**src/rtl/modulo_controle_rolhas_caixa_pkg.sv**
```systemverilog
// Purpose: shared constants and box FSM encoding for the cork/box controller.
// Latency: n/a (types and constants only).
// Backpressure: n/a.
package modulo_controle_rolhas_caixa_pkg;

    localparam int MAX_ROLHAS     = 99;
    localparam int LOTE_RECARGA   = 15;
    localparam int GARRAFAS_CAIXA = 12;
    localparam int LIMIAR_BAIXO   = 5;

    localparam int W_RO = 7;
    localparam int W_GF = 4;

    typedef enum logic [0:0] {
        CONTANDO    = 1'b0,
        CAIXA_CHEIA = 1'b1
    } estado_t;

endpackage

```
**src/rtl/modulo_detector_borda.sv**
```systemverilog
// Purpose: rising-edge detector for an operator/FSM level, one event per 0->1.
// Latency: input sampled high at edge k gives pulso high for the cycle after edge k.
// Backpressure: none; history always tracks the input, events are single-cycle.
module modulo_detector_borda (
    input  logic clk,
    input  logic rst,
    input  logic d,
    output logic pulso
);

    logic hist;
    // Set once a low level has been seen after reset, so a level already
    // high when reset releases cannot fake an edge.
    logic armado;

    // History, arming and registered pulse; runs every cycle independent of enable.
    always_ff @(posedge clk) begin
        if (!rst) begin
            hist   <= 1'b0;
            armado <= 1'b0;
            pulso  <= 1'b0;
        end else begin
            hist   <= d;
            armado <= armado | ~d;
            pulso  <= d & ~hist & armado;
        end
    end

endmodule

```
**src/rtl/modulo_controle_rolhas_caixa.sv**
```systemverilog
// Purpose: cork stock and bottles-per-box counter with box-full FSM and low-stock alarm.
// Latency: input 0->1 sampled at edge k updates counts/outputs at edge k+1.
// Backpressure: eb holds the sealing FSM while the box is full; ro=0 blocks sealing.
module modulo_controle_rolhas_caixa
    import modulo_controle_rolhas_caixa_pkg::*;
#(
    parameter int MAX_ROLHAS     = modulo_controle_rolhas_caixa_pkg::MAX_ROLHAS,
    parameter int LOTE_RECARGA   = modulo_controle_rolhas_caixa_pkg::LOTE_RECARGA,
    parameter int GARRAFAS_CAIXA = modulo_controle_rolhas_caixa_pkg::GARRAFAS_CAIXA,
    parameter int LIMIAR_BAIXO   = modulo_controle_rolhas_caixa_pkg::LIMIAR_BAIXO
) (
    input  logic            clk,
    input  logic            rst,
    input  logic            enable,
    input  logic            ve,
    input  logic            add_ro,
    input  logic            ack_cx,
    output logic            ro,
    output logic            eb,
    output logic            al_ro,
    output logic [W_RO-1:0] cnt_ro,
    output logic [W_GF-1:0] cnt_gf
);

    logic    pulso_ve;
    logic    pulso_add;
    logic    pulso_ack;
    estado_t estado;
    estado_t estado_prox;
    logic    ve_aceito;
    logic    add_aceito;
    logic    ack_aceito;
    logic    caixa_completa;
    logic [W_RO:0]   soma_ro;
    logic [W_RO-1:0] cnt_ro_prox;
    logic [W_GF-1:0] cnt_gf_prox;

    modulo_detector_borda u_borda_ve (
        .clk   (clk),
        .rst   (rst),
        .d     (ve),
        .pulso (pulso_ve)
    );

    modulo_detector_borda u_borda_add (
        .clk   (clk),
        .rst   (rst),
        .d     (add_ro),
        .pulso (pulso_add)
    );

    modulo_detector_borda u_borda_ack (
        .clk   (clk),
        .rst   (rst),
        .d     (ack_cx),
        .pulso (pulso_ack)
    );

    // Qualify events: enable gates all of them; a seal needs a cork and an open box.
    always_comb begin
        ve_aceito      = enable & pulso_ve & (estado == CONTANDO) & (cnt_ro != '0);
        add_aceito     = enable & pulso_add;
        ack_aceito     = enable & pulso_ack & (estado == CAIXA_CHEIA);
        caixa_completa = (cnt_gf == W_GF'(GARRAFAS_CAIXA - 1));
    end

    // Box FSM state register.
    always_ff @(posedge clk) begin
        if (!rst) begin
            estado <= CONTANDO;
        end else begin
            estado <= estado_prox;
        end
    end

    // Box FSM next state: fills on the last accepted seal, empties on acknowledge.
    always_comb begin
        estado_prox = estado;
        case (estado)
            CONTANDO: begin
                if (ve_aceito && caixa_completa) begin
                    estado_prox = CAIXA_CHEIA;
                end
            end
            CAIXA_CHEIA: begin
                if (ack_aceito) begin
                    estado_prox = CONTANDO;
                end
            end
            default: estado_prox = CONTANDO;
        endcase
    end

    // Box FSM output decode.
    always_comb begin
        eb = (estado == CAIXA_CHEIA);
    end

    // Next counter values: seal takes one cork, refill adds a batch clipped at the maximum.
    always_comb begin
        soma_ro = {1'b0, cnt_ro} - {{W_RO{1'b0}}, ve_aceito};
        if (add_aceito) begin
            soma_ro = soma_ro + (W_RO + 1)'(LOTE_RECARGA);
            if (soma_ro > (W_RO + 1)'(MAX_ROLHAS)) begin
                soma_ro = (W_RO + 1)'(MAX_ROLHAS);
            end
        end
        cnt_ro_prox = soma_ro[W_RO-1:0];

        cnt_gf_prox = cnt_gf;
        if (ack_aceito) begin
            cnt_gf_prox = '0;
        end else if (ve_aceito) begin
            cnt_gf_prox = cnt_gf + 1'b1;
        end
    end

    // Counter registers.
    always_ff @(posedge clk) begin
        if (!rst) begin
            cnt_ro <= '0;
            cnt_gf <= '0;
        end else begin
            cnt_ro <= cnt_ro_prox;
            cnt_gf <= cnt_gf_prox;
        end
    end

    // Status decodes fed back to the sealing FSM and operator panel.
    always_comb begin
        ro    = (cnt_ro != '0);
        al_ro = (cnt_ro < W_RO'(LIMIAR_BAIXO));
    end

endmodule

```
**config.mk**
```make
export PLATFORM = sky130hd
export DESIGN_NAME = modulo_controle_rolhas_caixa
export DESIGN_NICKNAME = d
export VERILOG_FILES = /design/src/rtl/modulo_controle_rolhas_caixa_pkg.sv /design/src/rtl/modulo_detector_borda.sv /design/src/rtl/modulo_controle_rolhas_caixa.sv
export SDC_FILE = /design/constraint.sdc
export NUM_CORES = 1
export LEC_CHECK = 0
export CAP_MARGIN = 20
export CORE_MARGIN = 3
export CORE_UTILIZATION = 45
export CTS_CLUSTER_SIZE = 28
export DETAILED_ROUTE_END_ITERATION = 6
export PLACE_DENSITY = 0.69
export SYNTH_ARGS = -nofsm -noshare
export SYNTH_HDL_FRONTEND = slang
export SYNTH_SLANG_ARGS = --single-unit
```
**constraint.sdc**
```tcl
create_clock -name clk -period 4.8 [get_ports clk]
set_clock_uncertainty 0.1 [all_clocks]
set_input_delay 1.2 -clock clk [delete_from_list [all_inputs] [get_ports clk]]
set_output_delay 1.2 -clock clk [all_outputs]
set_load 0.02 [all_outputs]
```
==> impl_metrics.ini <==
[sta]
finalHoldWorstSlack_ps = 301
relSlewSlack = 0.633
finalSetupViolations = 0
fmax_mhz = 241
min_period_ps = 4150
fin_ws_ps = 645
fin_tns_setup_ps = 0
worstMarginPinSlew_ps = 546
min_period_over_period = 0.866
rsz0062_at_grt = no
hold_viol = 0
maxSlewViolCount = 0

[route]
ant_nets = 0
drcViolationCount = 0
vias = 1064
top_layer = met4
drtIter0Drc = 60
wl_met1_um = 1200
wl_per_cell_um = 13.4
met3WireLength_um = 133
viasPerCell = 5.69
dr_wl_met2_um = 1160
first_pass_iters = 4
finalWirelength_um = 2510

[global_route]
antenna_found_initial = 0
grt_max_degree = 15
overflow = 0
grt_pass1_wl_um = 4040
grt_pass1_vias = 948
gr-usage-all-layers = 0.155

[die]
io_pins = 20
die_x_um = 57.8
start_util = 0.479
die-area_um2 = 3340
placementRows = 18
coreArea_um2 = 2520
fp.dieH_um = 57.8

[synthesis]
ys_types = 43
synth_edf_count = 0
syn_nets = 148
synthTopCellsByCount = dfxtp_1, nand2_1, nor2_1
synth-seq-area-share = 0.348
ys_ff_latch = 21
synth.most_common_cell = dfxtp_1
synth_largest_area_cell = dfxtp_1
yosys.area.top_type_share = 0.348
synthesis.area_um2 = 1210
synthArstFlopShare = 0
syn_avg_cell_area_um2 = 8.82
synthTopCellsByArea = dfxtp_1, ha_1, xnor2_1, and2_1, nand2_1
synthFlopType = dfxtp_1
ys_warn_count = 0
synthCells = 137

[clock_tree]
postCtsSetupRepairBufs = 0
cts.sinks = 21
cts_root_buf = clkbuf_4
path_clk_slew_ps = 110
cts_buffer_depth = 2
htree_num_levels = 1
clk_latency_ps = 300
cts_hold_buf = 0
post_cts_resized = 0
cts_made_buffers = 3
cts_tree = built

[critical_path]
critPathKind = in -> reg
crit_arrival_ps = 4290
required_ps = 4940
cp_max_fo = 6
setup.worst_path.start_class = input port
cp-end-kind = flop
rr_worst_depth = 13

[flow_run]
max-cap-violations = 0

[placed_design]
dpl_cell_area_um2 = 1420
dpl.hpwl_um = 1960
place.gp.congestion = 0.868
pre_cts_ws_ps = 385
dp.cells = 183
io_buffers = 19

[final_layout]
fillers = 238
drive_above_1_share = 0.0764
stdcell_count = 187
antenna_cells = 0
finalInstanceArea_um2 = 1450
areaGrowthSynthToFinish_pct = 20.0
nets = 169

[power]
ir_drop_mv = 0.184
power.leakage_nw = 0.542
power_density_nw_per_um2 = 240

[outcome]
status = finished clean

[hold_path]
hp-class = reg -> reg
whs_path_depth = 1
[per-layer routing]
metal,GRT usage,up-vias
li1,-,528
met1,0.207,497
met2,0.247,35
met3,0.0267,4
met4,0.0662,0
met5,0,-
[through the flow]
step                      utilization  power, W
final                           0.575  0.000348
after global routing            0.575  0.000365
after CTS                       0.575  0.000352
after detailed placement        0.564  0.000267
after global placement          0.564  0.000266
after floorplan                     -  0.000240
[state kept, by name, indices dropped and copies added, names as in the netlist]
register / count
u_borda_ack.hist: 1
cnt_gf: 4
u_borda_add.pulso: 1
u_borda_ack.pulso: 1
u_borda_add.armado: 1
u_borda_add.hist: 1
cnt_ro: 7
u_borda_ve.pulso: 1
u_borda_ve.armado: 1
u_borda_ack.armado: 1
u_borda_ve.hist: 1
eb: 1
[final timing paths]
kind,from,end,slack (ps)
max,enable,cnt_ro[1],650
min,u_borda_ve.hist,u_borda_ve.pulso,300
max reg2reg,cnt_ro[3],cnt_ro[1],670
min reg2reg,u_borda_ve.hist,u_borda_ve.pulso,300
[placed cells by master, fill, tap and decap left out, types with 4 or more instances in the layout]
master and count:
a21oi_1 7, and2_1 8, clkdlybuf4s50_1 19, dfxtp_1 21, ha_1 5, inv_1 7
nand2_1 12, nand3_1 5, nor2_1 9, nor3b_1 4, o21ai_0 4, xnor2_1 7
[final cells by class]
| class | instances | area (um^2) | area share |
|---|---|---|---|
| multi-input combinational | 104 | 733 | 0.506 |
| clock inverter | 1 | 5.00 | 0.00345 |
| clock buffer | 3 | 22.5 | 0.0155 |
| tap | 30 | 37.5 | 0.0259 |
| inverter | 7 | 26.3 | 0.0181 |
| timing repair buffer | 21 | 205 | 0.142 |
| sequential | 21 | 420 | 0.290 |
[report_power, final]
part	internal [W]	total (W)	switching, W
Combinational	0.0000374	0.0000763	0.0000389
Clock	0.0000311	0.0000846	0.0000535
Sequential	0.000181	0.000187	0.00000644
Total	0.000250	0.000348	0.0000988
[critical path, cell delays in order]
cell and delay [ps]:
clkdlybuf4s50_1 520, and4b_1 230, ha_1 190, ha_1 290, nor3b_1 400, xnor2_1 260, nor3_1 310, a22oi_2 110
a2111oi_4 410, nor2_1 160, a31oi_1 200
[kinds of logic after synthesis]
group | synth area share
simple gates | 0.249
buf+inv | 0.0456
mux | 0.00828
fa+ha+maj | 0.0600
flops | 0.348
xor+xnor | 0.0652
compound gates | 0.224
Power figures use the tool's default switching activity.
